### config.mk
export PLATFORM = sky130hd
export DESIGN_NAME = shader_spi_loader
export DESIGN_NICKNAME = d
export VERILOG_FILES = /design/src/rtl/shader_pkg.sv /design/src/rtl/spi_sync_edge.sv /design/src/rtl/shader_spi_loader.sv
export SDC_FILE = /design/constraint.sdc
export NUM_CORES = 1
export LEC_CHECK = 0
export ABC_AREA = 1
export CAP_MARGIN = 5
export CORE_ASPECT_RATIO = 0.7
export CORE_UTILIZATION = 45
export DETAILED_ROUTE_END_ITERATION = 10
export MAX_ROUTING_LAYER = met4
export PLACE_DENSITY = 0.7
export SYNTH_ARGS = -nofsm -noshare
export SYNTH_HDL_FRONTEND = slang
export SYNTH_SLANG_ARGS = --single-unit
### constraint.sdc
create_clock -name clk_i -period 1.7 [get_ports clk_i]
set_input_delay 0.34 -clock clk_i [delete_from_list [all_inputs] [get_ports clk_i]]
set_output_delay 0.34 -clock clk_i [all_outputs]
set_load 0.03 [all_outputs]
### src/rtl/shader_pkg.sv
// Shared definitions for the shader SPI loader: command codes, FSM state
// encoding, the default memory depth and a shift helper.
package shader_pkg;

  localparam int unsigned SHADER_MEM_DEPTH = 16;

  localparam logic [7:0] CMD_WRITE = 8'h00;
  localparam logic [7:0] CMD_READ  = 8'h01;

  typedef enum logic [2:0] {
    ST_IDLE,
    ST_CMD,
    ST_WRITE,
    ST_READ,
    ST_DISCARD
  } state_t;

  // Shift one new bit into the LSB (MSB-first serial reception).
  function automatic logic [7:0] shift_in_msb(input logic [7:0] sr, input logic b);
    return {sr[6:0], b};
  endfunction

endpackage

### src/rtl/spi_sync_edge.sv
// Two-flop synchronizer with edge detection on the synchronized level.
// Ports:
//   clk_i   system clock
//   rst_i   synchronous active-high reset; all flops go to IDLE_LEVEL
//   async_i asynchronous input
//   sync_o  synchronized level (registered)
//   rise_c  one-cycle pulse on a synchronized rising edge (combinational)
//   fall_c  one-cycle pulse on a synchronized falling edge (combinational)
module spi_sync_edge #(
  parameter logic IDLE_LEVEL = 1'b0
) (
  input  logic clk_i,
  input  logic rst_i,
  input  logic async_i,
  output logic sync_o,
  output logic rise_c,
  output logic fall_c
);

  logic meta_q;
  logic prev_q;

  // Synchronizer chain plus one history flop for edge detection.
  always_ff @(posedge clk_i) begin
    if (rst_i) begin
      meta_q <= IDLE_LEVEL;
      sync_o <= IDLE_LEVEL;
      prev_q <= IDLE_LEVEL;
    end else begin
      meta_q <= async_i;
      sync_o <= meta_q;
      prev_q <= sync_o;
    end
  end

  assign rise_c = sync_o & ~prev_q;
  assign fall_c = ~sync_o & prev_q;

endmodule

### src/rtl/shader_spi_loader.sv
// SPI (mode 0) slave that loads and optionally reads back shader memory.
// First byte of a transaction is a command: 0x00 write, 0x01 read (only
// with SHADER_SPI_READBACK_EN defined), anything else is discarded.
// Ports:
//   clk_i, rst_i      system clock, synchronous active-high reset
//   spi_sclk_i        SPI clock (async to clk_i, <= clk_i/4)
//   spi_mosi_i        SPI data in, MSB first
//   spi_cs_i          SPI chip select, active-low
//   spi_miso_o        SPI data out, MSB first (0 outside READ)
//   mem_addr_o        shader memory address, wraps at MEM_DEPTH-1
//   mem_wdata_o       shader memory write data
//   mem_we_o          single-cycle write strobe
//   mem_rdata_i       asynchronous memory read data
//   busy_o            high while a transaction is active
// Configuration macro: SHADER_SPI_READBACK_EN enables the READ command.
module shader_spi_loader
  import shader_pkg::*;
#(
  parameter int unsigned MEM_DEPTH  = SHADER_MEM_DEPTH,
  parameter int unsigned ADDR_WIDTH = $clog2(MEM_DEPTH)
) (
  input  logic                  clk_i,
  input  logic                  rst_i,
  input  logic                  spi_sclk_i,
  input  logic                  spi_mosi_i,
  input  logic                  spi_cs_i,
  output logic                  spi_miso_o,
  output logic [ADDR_WIDTH-1:0] mem_addr_o,
  output logic [7:0]            mem_wdata_o,
  output logic                  mem_we_o,
  input  logic [7:0]            mem_rdata_i,
  output logic                  busy_o
);

  localparam logic [ADDR_WIDTH-1:0] LAST_ADDR = ADDR_WIDTH'(MEM_DEPTH - 1);

  function automatic logic [ADDR_WIDTH-1:0] addr_inc(input logic [ADDR_WIDTH-1:0] a);
    return (a == LAST_ADDR) ? '0 : a + ADDR_WIDTH'(1);
  endfunction

  logic       sclk_level_unused;
  logic       sclk_rise_c;
  logic       sclk_fall_c;
  logic       cs_sync;
  logic       cs_rise_c;
  logic       cs_fall_c;
  logic [1:0] mosi_sync_q;
  logic       mosi_s;

  state_t     state_q;
  logic [2:0] bit_cnt_q;
  logic [7:0] shift_in_q;
  logic [7:0] byte_next_c;
  logic       byte_last_c;
  logic [1:0] flush_q;
  logic       cs_armed_q;

  spi_sync_edge #(.IDLE_LEVEL(1'b0)) u_sclk_sync (
    .clk_i   (clk_i),
    .rst_i   (rst_i),
    .async_i (spi_sclk_i),
    .sync_o  (sclk_level_unused),
    .rise_c  (sclk_rise_c),
    .fall_c  (sclk_fall_c)
  );

  spi_sync_edge #(.IDLE_LEVEL(1'b1)) u_cs_sync (
    .clk_i   (clk_i),
    .rst_i   (rst_i),
    .async_i (spi_cs_i),
    .sync_o  (cs_sync),
    .rise_c  (cs_rise_c),
    .fall_c  (cs_fall_c)
  );

  // MOSI only needs a level synchronizer; it is stable around SCLK rising edges.
  always_ff @(posedge clk_i) begin
    if (rst_i) mosi_sync_q <= 2'b00;
    else       mosi_sync_q <= {mosi_sync_q[0], spi_mosi_i};
  end
  assign mosi_s = mosi_sync_q[1];

  assign byte_next_c = shift_in_msb(shift_in_q, mosi_s);
  assign byte_last_c = (bit_cnt_q == 3'd7);

  // A CS already low when reset releases must not look like a fresh select:
  // wait until the synchronizer has flushed and seen CS high.
  always_ff @(posedge clk_i) begin
    if (rst_i) begin
      flush_q    <= 2'd0;
      cs_armed_q <= 1'b0;
    end else begin
      if (!flush_q[1]) flush_q <= flush_q + 2'd1;
      if (flush_q[1] && cs_sync) cs_armed_q <= 1'b1;
    end
  end

`ifdef SHADER_SPI_READBACK_EN
  logic [7:0] shift_out_q;
  logic       miso_q;
  assign spi_miso_o = miso_q;
`else
  logic unused_readback;
  assign unused_readback = sclk_fall_c ^ (^mem_rdata_i);
  assign spi_miso_o      = 1'b0;
`endif

  // Transaction FSM with registered outputs.
  always_ff @(posedge clk_i) begin
    if (rst_i) begin
      state_q     <= ST_IDLE;
      mem_addr_o  <= '0;
      mem_wdata_o <= 8'h00;
      mem_we_o    <= 1'b0;
      busy_o      <= 1'b0;
      bit_cnt_q   <= 3'd0;
      shift_in_q  <= 8'h00;
`ifdef SHADER_SPI_READBACK_EN
      shift_out_q <= 8'h00;
      miso_q      <= 1'b0;
`endif
    end else begin
      mem_we_o <= 1'b0;
      // Address advances after the strobe so the strobe sees a stable address.
      if (mem_we_o) mem_addr_o <= addr_inc(mem_addr_o);

      if (cs_rise_c) begin
        // Deselect aborts anything in flight, including a partial byte.
        state_q   <= ST_IDLE;
        busy_o    <= 1'b0;
        bit_cnt_q <= 3'd0;
`ifdef SHADER_SPI_READBACK_EN
        miso_q    <= 1'b0;
`endif
      end else begin
        if (state_q != ST_IDLE && sclk_rise_c) begin
          bit_cnt_q  <= bit_cnt_q + 3'd1;
          shift_in_q <= byte_next_c;
        end

        case (state_q)
          ST_IDLE: begin
            if (cs_fall_c && cs_armed_q) begin
              state_q    <= ST_CMD;
              busy_o     <= 1'b1;
              bit_cnt_q  <= 3'd0;
              mem_addr_o <= '0;
            end
          end

          ST_CMD: begin
            if (sclk_rise_c && byte_last_c) begin
              if (byte_next_c == CMD_WRITE) begin
                state_q <= ST_WRITE;
`ifdef SHADER_SPI_READBACK_EN
              end else if (byte_next_c == CMD_READ) begin
                // Preload the first byte so its MSB goes out on the next SCLK fall.
                state_q     <= ST_READ;
                shift_out_q <= mem_rdata_i;
                mem_addr_o  <= addr_inc(mem_addr_o);
`endif
              end else begin
                state_q <= ST_DISCARD;
              end
            end
          end

          ST_WRITE: begin
            if (sclk_rise_c && byte_last_c) begin
              mem_we_o    <= 1'b1;
              mem_wdata_o <= byte_next_c;
            end
          end

`ifdef SHADER_SPI_READBACK_EN
          ST_READ: begin
            if (sclk_rise_c && byte_last_c) begin
              shift_out_q <= mem_rdata_i;
              mem_addr_o  <= addr_inc(mem_addr_o);
            end else if (sclk_fall_c) begin
              miso_q      <= shift_out_q[7];
              shift_out_q <= {shift_out_q[6:0], 1'b0};
            end
          end
`endif

          default: begin
            // DISCARD: bytes are clocked in and ignored until CS rises.
          end
        endcase
      end
    end
  end

endmodule
==> results.sh, run 1 <==
export IMPL_status="finished, final reports clean"
export IMPL_floorplan_initialDensity=0.479
export IMPL_crit_family="buffers and inverters"
export IMPL_mostFrequentLayoutCells="nor2_1, nand2_1, dfxtp_1, inv_1, nand3_1"
export IMPL_die_w_um=71.6
export IMPL_synth_seq_cells=38
export IMPL_fin_setup_tns_ns=0
export IMPL_total_leakage_power_nw=0.892
export IMPL_min_from="u_sclk_sync.meta_q$_SDFF_PP0_"
export IMPL_grt_start_max_net_pins=18
export IMPL_fillers=338
export IMPL_cp_arrival_ns=1.28
export IMPL_grt_usage=0.168
export IMPL_netlist_instances=209
export IMPL_reg2reg_from="bit_cnt_q[0]$_SDFF_PP0_"
export IMPL_start_kind="flop"
export IMPL_cp_end_kind="primary output"
export IMPL_switching_power_mw=0.330
export IMPL_syn_avg_cell_area_sq_um=7.31
export IMPL_tritoncts="done"
export IMPL_nets=248
export IMPL_cp_max_fo=2
export IMPL_core_sq_um=3190
export IMPL_io_pins=28
export IMPL_place_hpwl_um=1820
export IMPL_cts_sinks=38
export IMPL_first_global_vias=1022
export IMPL_vias_per_cell=4.53
export IMPL_timing_fmax_ghz=0.616
export IMPL_yosysUniqueCellTypes=24
export IMPL_drc=0
export IMPL_die_h_um=50.8
export IMPL_place_gp_congestion=0.868
export IMPL_slowest_delay_ns=0.67
export IMPL_rsz0062_at_grt="no"
export IMPL_slew_headroom=0.655
export IMPL_root_buffer="clkbuf_8"
export IMPL_skew_ns=0.00437
export IMPL_cts_made_buffers=5
export IMPL_clock_path_buffers=2
export IMPL_wl_um=2570
export IMPL_clock_power_share=0.360
export IMPL_vdd_drop_max_mv=0.522
export IMPL_path_buf_inv=1
export IMPL_drtAntennaViolNets=0
export IMPL_finalSetupViolCount=0
export IMPL_routedWlPerCell_um=9.53
export IMPL_min_period_over_period=0.955
export IMPL_firstDrtPassIters=4
export IMPL_maxCapViolations=0
export IMPL_critical_path_cell_chain="clkdlybuf4s50_1"
export IMPL_layout_min_cycle_time_ns=1.62
export IMPL_dieArea_sq_um=3640
export IMPL_cts_htree_levels=2
export IMPL_fp_row_count=17
export IMPL_hold_viol_final=0
export IMPL_pwr_share_comb=0.045
export IMPL_syn_to_final_growth_pct=19.3
export IMPL_syn_nets=225
export IMPL_diodes=0
export IMPL_p_seq_frac=0.595
export IMPL_ys_top_cells_by_area="dfxtp_1, nor2_1, nand2_1, inv_1, nand3_1"
export IMPL_drive_gt1_frac=0.0776
export IMPL_crit_type="flop to primary output"
export IMPL_timing_worst_slew_pin_value_ns=0.514
export IMPL_antenna_found_initial=0
export IMPL_final_core_util=0.571
export IMPL_p_int_mw=1.21
export IMPL_clock_latency_ns=0.28
export IMPL_cp_required_ns=1.36
export IMPL_final_common_cell="nor2_1"
export IMPL_grt_pass1_wl_um=4550
export IMPL_hold_path_class="flop to flop"
export IMPL_holdWs_ns=0.403
export IMPL_ys_warn_count=0
export IMPL_portBuffers=18
export IMPL_finalMaxSlewViolations=0
export IMPL_slowest_stage="clkdlybuf4s50_1"
export IMPL_clk_pin_slew_ns=0.07
export IMPL_yosysTopAreaCellShare=0.498
export IMPL_hold_buffers=0
export IMPL_switching_share=0.214
export IMPL_yosysTopAreaCell="dfxtp_1"
export IMPL_startpoint="busy_o$_SDFFE_PP0P_"
export IMPL_syn_area_sq_um=1530
export IMPL_num_vias=1222
export IMPL_grt_overflow=0
export IMPL_p_per_area_nw_per_um2=845
export IMPL_drt_iter0_drc=54
export IMPL_yosysSeqAreaShare=0.498
-- metrics by stage --
step,instance area [sq um],power [mW],instances,setup WS (ns)
after floorplan,1530,0.984,209,0.408
after global placement,1740,1.01,263,0.211
after detailed placement,1740,1.01,263,0.193
after CTS,1820,1.57,270,0.00105
after global routing,1820,1.63,270,0.0111
final,1820,1.54,270,0.0759
-- area by class of cell --
| class | count | area, sq um | share of cell area |
|---|---|---|---|
| Sequential cell | 38 | 761 | 0.417 |
| Multi-Input combinational cell | 140 | 638 | 0.350 |
| Timing Repair Buffer | 20 | 196 | 0.108 |
| Inverter | 27 | 101 | 0.0556 |
| Clock buffer | 5 | 68.8 | 0.0377 |
| Tap cell | 38 | 47.5 | 0.0261 |
| Clock inverter | 2 | 10.0 | 0.00549 |
-- cells by family (layout without fill, tap and decap cells) --
logic type      Yosys count  in the layout  synth area share
compound gates           13             13            0.0426
xor+xnor                  1              1           0.00573
fa+ha+maj                 3              3            0.0246
buf+inv                  31             54            0.0843
flops                    38             38             0.498
other cells               1              1           0.00245
simple gates            122            122             0.342
-- per-layer routing --
layer | track usage | up-vias | wire length, um
met4 | 0.0490 | 0 | 0
li1 | - | 683 | -
met2 | 0.231 | 15 | 1110
met1 | 0.229 | 524 | 1380
met3 | 0.0602 | 0 | 83
met5 | - | - | 0
-- timing repair --
item | 4_1_cts | 5_1_grt
pin swaps | 0 | 0
endpoints found under the setup margin | 3 | 2
buffers inserted | 0 | 0
resized for setup | 3 | 2
-- path summary, 6_finish.rpt --
| path | cells after the start | end | slack [ns] |
|---|---|---|---|
| max | 1 | busy_o | 0.08 |
| max reg2reg | 7 | mem_wdata_o[6]$_SDFFE_PP0P_ | 0.18 |
| min | 2 | u_sclk_sync.sync_o$_SDFF_PP0_ | 0.40 |
| min reg2reg | 2 | u_sclk_sync.sync_o$_SDFF_PP0_ | 0.40 |
-- synthesized netlist by cell type (all sizes together) --
master  number
nand4        1
nand3b       1
nand3       16
buf          3
clkbuf       1
nand2       46
o21ai        2
nor3         3
xor2         1
dfxtp       38
inv         26
clkinv       1
or2          3
conb         1
a21oi       11
nor2        52
ha           3
-- sequential cells by signal (all words and copies together), names as in the netlist, 2 cells and up --
signal	flops
mem_wdata_o	8
shift_in_q	7
mem_addr_o	4
bit_cnt_q	3
state_q	3
flush_q	2
mosi_sync_q	2
-- power groups by stage --
| stage | sequential [mW] | clock [mW] | combinational [mW] |
|---|---|---|---|
| finish | 0.916 | 0.554 | 0.0700 |
| global route | 0.918 | 0.625 | 0.0820 |
| CTS | 0.916 | 0.580 | 0.0706 |
| detailed placement | 0.937 | 0 | 0.0704 |
| global placement | 0.936 | 0 | 0.0691 |
| floorplan | 0.936 | 0 | 0.0486 |
No activity file was read; power rests on OpenSTA's default activity.
==> run 2, diff against run 1 <==
CORE_UTILIZATION = 38   (was 45)
PLACE_DENSITY = not set   (was 0.7)
SLEW_MARGIN = 20   (was not set)
==> run 2 against run 1 <==
Critical path depth unchanged. Via count up 1.1%. Clock power up 38%. Maximum frequency down 1.5%. Sequential share of layout area down 0.95 points. Clock skew up 0.0013 ns. Count of clock-buffer cells in the layout unchanged. Critical endpoint is now mem_wdata_o[1].
==> results.sh, run 2 (synthesis results as in run 1) <==
export IMPL_hold_path_class="flop to flop"
export IMPL_final_common_cell="nor2_1"
export IMPL_regMostFlops="mem_wdata_o"
export IMPL_start_kind="flop"
export IMPL_reg2reg_from="bit_cnt_q[0]$_SDFF_PP0_"
export IMPL_cp_end_kind="primary output"
export IMPL_slowest_stage="clkdlybuf4s50_1"
export IMPL_vias_per_cell=4.36
export IMPL_diodes=0
export IMPL_core_sq_um=3670
export IMPL_grt_usage=0.152
export IMPL_drtAntennaViolNets=0
export IMPL_vdd_drop_max_mv=0.543
export IMPL_place_hpwl_um=1940
export IMPL_drive_gt1_frac=0.0815
export IMPL_holdWs_ns=0.406
export IMPL_rsz0062_at_grt="no"
export IMPL_rr_worst_depth=7
export IMPL_finalMaxSlewViolations=0
export IMPL_first_global_vias=1028
export IMPL_largest_register_ffs=8
export IMPL_hold_buffers=0
export IMPL_hold_end="u_sclk_sync.sync_o$_SDFF_PP0_"
export IMPL_cts_sinks=38
export IMPL_cts_htree_levels=2
export IMPL_fin_ws_ns=0.0513
export IMPL_path_buf_inv=1
export IMPL_clock_latency_ns=0.29
export IMPL_timing_fmax_ghz=0.607
export IMPL_final_core_util=0.508
export IMPL_hold_path_cell_count=2
export IMPL_clk_pin_slew_ns=0.08
export IMPL_critical_path_cell_chain="clkdlybuf4s50_1"
export IMPL_clock_path_buffers=2
export IMPL_r2r_end="mem_wdata_o[6]$_SDFFE_PP0P_"
export IMPL_die_w_um=77.8
export IMPL_nets=248
export IMPL_min_period_over_period=0.970
export IMPL_cp_required_ns=1.36
export IMPL_crit_type="flop to primary output"
export IMPL_root_buffer="clkbuf_8"
export IMPL_pre_cts_slack_ns=0.183
export IMPL_io_pins=28
export IMPL_total_leakage_power_nw=0.871
export IMPL_syn_to_final_growth_pct=22.1
export IMPL_cp_arrival_ns=1.31
export IMPL_maxCapViolations=0
export IMPL_grt_overflow=0
export IMPL_drt_iter0_drc=49
export IMPL_routedWlPerCell_um=9.49
export IMPL_drc=0
export IMPL_totalPowerFinal_mw=1.75
export IMPL_final_design_area_no_fill_sq_um=1870
export IMPL_post_dp_cell_area_sq_um=1760
export IMPL_antenna_found_initial=0
export IMPL_wl_um=2690
export IMPL_hold_viol_final=0
export IMPL_dieArea_sq_um=4280
export IMPL_min_from="u_sclk_sync.meta_q$_SDFF_PP0_"
export IMPL_skew_ns=0.00570
export IMPL_crit_family="buffers and inverters"
export IMPL_cts_made_buffers=5
export IMPL_fp_row_count=18
export IMPL_p_per_area_nw_per_um2=938
export IMPL_tritoncts="done"
export IMPL_mostFrequentLayoutCells="nor2_1, nand2_1, dfxtp_1, inv_1, nand3_1"
export IMPL_postCtsSetupBuffers=0
export IMPL_firstDrtPassIters=4
export IMPL_layout_min_cycle_time_ns=1.65
export IMPL_grt_pass1_wl_um=4640
export IMPL_top_regs="mem_wdata_o: 8 flops, shift_in_q: 7 flops, mem_addr_o: 4 flops"
export IMPL_slowest_delay_ns=0.68
export IMPL_dp_cells=275
export IMPL_cp_max_fo=2
export IMPL_place_gp_congestion=0.797
export IMPL_status="finished, final reports clean"
export IMPL_num_vias=1235
export IMPL_die_h_um=55.1
export IMPL_fin_setup_tns_ns=0
export IMPL_grt_start_max_net_pins=18
export IMPL_portBuffers=18
export IMPL_final_cells=283
export IMPL_finalSetupViolCount=0
export IMPL_r2r_slack_ns=0.21
export IMPL_floorplan_initialDensity=0.416
export IMPL_cts_resized_gates=5
-- run 2: cell count changes in the layout (fill, tap and decap cells not counted), sizes merged --
| cell | previous run | this run |
|---|---|---|
| dlymetal6s2s | 2 | 0 |
| dlygate4sd2 | 3 | 5 |
| clkinvlp | 0 | 2 |
| clkinv | 3 | 1 |
| bufinv | 0 | 1 |
-- run 2: layout make-up --
| type | instances | area (sq um) |
|---|---|---|
| fill | 375 | 1810 |
| clock inverter | 3 | 45.0 |
| inverter | 27 | 101 |
| sequential | 38 | 761 |
| timing repair buffer | 20 | 189 |
| tap | 50 | 62.6 |
| multi-input combinational | 140 | 638 |
| clock buffer | 5 | 68.8 |
-- run 2: metal layers --
layer | up-vias | part of all wire | global-route usage
met5 | - | 0 | -
met4 | 0 | 0.020 | 0.0849
met3 | 7 | 0.042 | 0.0492
met2 | 22 | 0.40 | 0.212
met1 | 525 | 0.54 | 0.194
li1 | 681 | - | -
-- run 2: worst max-delay path by stage --
stage	cells after the start	slack, ns	start	to
final	1	0.05	mem_wdata_o[1]$_SDFFE_PP0P_	mem_wdata_o[1]
after global placement	7	0.21	bit_cnt_q[0]$_SDFF_PP0_	mem_wdata_o[6]$_SDFFE_PP0P_
after floorplan	7	0.41	bit_cnt_q[0]$_SDFF_PP0_	mem_wdata_o[0]$_SDFFE_PP0P_
after CTS	1	0.04	mem_wdata_o[1]$_SDFFE_PP0P_	mem_wdata_o[1]
after global routing	1	0.002	mem_wdata_o[1]$_SDFFE_PP0P_	mem_wdata_o[1]
after detailed placement	5	0.18	rst_i	bit_cnt_q[1]$_SDFF_PP0_
-- run 2: power by group --
| part | internal, mW | switching [mW] | total [mW] |
|---|---|---|---|
| clock | 0.436 | 0.327 | 0.763 |
| sequential | 0.907 | 0.00917 | 0.916 |
| combinational | 0.0284 | 0.0425 | 0.0710 |
| total | 1.37 | 0.379 | 1.75 |
==> run 3, diff against run 2 <==
HOLD_SLACK_MARGIN = 0.08   (was not set)
clock period = 2 ns   (was 1.7 ns; I/O delays follow)
==> run 3 against run 2 <==
Sequential power fell by 15%. First-iteration DRC count shrank 35%. Critical endpoint is now mem_we_o. Largest cell class unchanged. Highest routed layer unchanged. Count of clock-buffer cells in the layout unchanged. Global-route usage shrank 0.90 points. Critical path type unchanged.
==> results.sh, run 3 (synthesis results as in run 1) <==
export IMPL_status="finished, final reports clean"
export IMPL_start_kind="flop"
export IMPL_final_cells=283
export IMPL_hold_end="mosi_sync_q[1]$_SDFF_PP0_"
export IMPL_top_regs="mem_wdata_o: 8 flops, shift_in_q: 7 flops, mem_addr_o: 4 flops"
export IMPL_drive_gt1_frac=0.0815
export IMPL_path_buf_inv=1
export IMPL_post_dp_cell_area_sq_um=1760
export IMPL_regMostFlops="mem_wdata_o"
export IMPL_diodes=0
export IMPL_root_buffer="clkbuf_8"
export IMPL_timing_fmax_ghz=0.544
export IMPL_mostFrequentLayoutCells="nor2_1, nand2_1, dfxtp_1, inv_1, clkdlybuf4s50_1"
export IMPL_reg2reg_from="bit_cnt_q[0]$_SDFF_PP0_"
export IMPL_nets=248
export IMPL_tritoncts="done"
export IMPL_first_global_vias=991
export IMPL_pre_cts_slack_ns=0.329
export IMPL_slowest_delay_ns=0.71
export IMPL_clk_pin_slew_ns=0.08
export IMPL_drt_iter0_drc=32
export IMPL_syn_to_final_growth_pct=22.2
export IMPL_layout_min_cycle_time_ns=1.84
export IMPL_hold_path_class="flop to flop"
export IMPL_r2r_slack_ns=0.50
export IMPL_place_hpwl_um=1970
export IMPL_antenna_found_initial=0
export IMPL_grt_usage=0.143
export IMPL_r2r_end="mem_wdata_o[6]$_SDFFE_PP0P_"
export IMPL_vias_per_cell=4.34
export IMPL_die_w_um=77.8
export IMPL_final_core_util=0.509
export IMPL_die_h_um=55.1
export IMPL_portBuffers=18
export IMPL_num_vias=1228
export IMPL_holdWs_ns=0.404
export IMPL_cp_arrival_ns=1.44
export IMPL_final_design_area_no_fill_sq_um=1870
export IMPL_cp_end_kind="primary output"
export IMPL_place_gp_congestion=0.818
export IMPL_maxCapViolations=0
export IMPL_routedWlPerCell_um=9.34
export IMPL_clock_latency_ns=0.28
export IMPL_critical_path_cell_chain="clkdlybuf4s50_1"
export IMPL_cts_resized_gates=0
export IMPL_floorplan_initialDensity=0.416
export IMPL_cts_sinks=38
export IMPL_grt_start_max_net_pins=18
export IMPL_slowest_stage="clkdlybuf4s50_1"
export IMPL_postCtsSetupBuffers=0
export IMPL_min_period_over_period=0.919
export IMPL_cp_max_fo=7
export IMPL_fin_setup_tns_ns=0
export IMPL_grt_pass1_wl_um=4380
export IMPL_core_sq_um=3670
export IMPL_crit_family="buffers and inverters"
export IMPL_io_pins=28
export IMPL_fin_ws_ns=0.163
export IMPL_dp_cells=275
export IMPL_grt_overflow=0
export IMPL_fp_row_count=18
export IMPL_skew_ns=0.00363
export IMPL_finalSetupViolCount=0
export IMPL_fillers=368
export IMPL_cts_made_buffers=5
export IMPL_largest_register_ffs=8
export IMPL_dieArea_sq_um=4280
export IMPL_totalPowerFinal_mw=1.47
export IMPL_drtAntennaViolNets=0
export IMPL_cts_htree_levels=2
export IMPL_vdd_drop_max_mv=0.424
export IMPL_firstDrtPassIters=5
export IMPL_clock_path_buffers=2
export IMPL_hold_buffers=0
export IMPL_total_leakage_power_nw=0.854
export IMPL_finalMaxSlewViolations=0
export IMPL_hold_path_cell_count=2
export IMPL_rr_worst_depth=7
export IMPL_hold_viol_final=0
export IMPL_rsz0062_at_grt="no"
export IMPL_p_per_area_nw_per_um2=786
export IMPL_final_common_cell="nor2_1"
export IMPL_drc=0
export IMPL_cp_required_ns=1.60
export IMPL_crit_type="flop to primary output"
export IMPL_wl_um=2640
export IMPL_min_from="mosi_sync_q[0]$_SDFF_PP0_"
## run 3: changes by cell type in the layout (fill, tap and decap cells not counted)
cell and change:
dlygate4sd2_1 -5, clkinvlp_4 -2, clkdlybuf4s50_1 +5, clkinv_2 +2
## run 3: worst max-delay path by stage
| stage | startpoint | to | slack [ns] | depth (start not counted) |
|---|---|---|---|---|
| final | mem_we_o$_SDFF_PP0_ | mem_we_o | 0.16 | 1 |
| after global routing | mem_we_o$_SDFF_PP0_ | mem_we_o | 0.09 | 1 |
| after CTS | mem_we_o$_SDFF_PP0_ | mem_we_o | 0.15 | 1 |
| after detailed placement | rst_i | mem_addr_o[3]$_SDFF_PP0_ | 0.33 | 5 |
| after global placement | rst_i | mem_addr_o[3]$_SDFF_PP0_ | 0.35 | 5 |
| after floorplan | bit_cnt_q[0]$_SDFF_PP0_ | mem_wdata_o[0]$_SDFFE_PP0P_ | 0.71 | 7 |
## run 3: worst reg2reg max path, stage by stage (launching register included)
cell and delay [ns]:
dfxtp_1 0.35, ha_1 0.17, ha_1 0.15, nand3_1 0.26, nor2_4 0.26, nand3_1 0.10
nand2_1 0.08, nor2_1 0.03
## run 3: cell type report
type                            instances  area (sq um)  area share
Sequential cell                        38           761       0.408
Clock inverter                          3          40.0      0.0214
Tap cell                               50          62.6      0.0335
Multi-Input combinational cell        140           638       0.342
Inverter                               27           101      0.0543
Timing Repair Buffer                   20           195       0.105
Clock buffer                            5          68.8      0.0369
## run 3: power by group
group | internal, mW | switching (mW)
combinational | 0.0241 | 0.0356
clock | 0.367 | 0.262
sequential | 0.771 | 0.00777
total | 1.16 | 0.306
## run 3: per-layer routing
| metal | vias to the layer above | share of wire | GRT usage |
|---|---|---|---|
| met3 | 6 | 0.039 | 0.0492 |
| met5 | - | 0 | - |
| met2 | 24 | 0.41 | 0.211 |
| met1 | 516 | 0.55 | 0.181 |
| li1 | 682 | - | - |
| met4 | 0 | 0.0098 | 0.0566 |
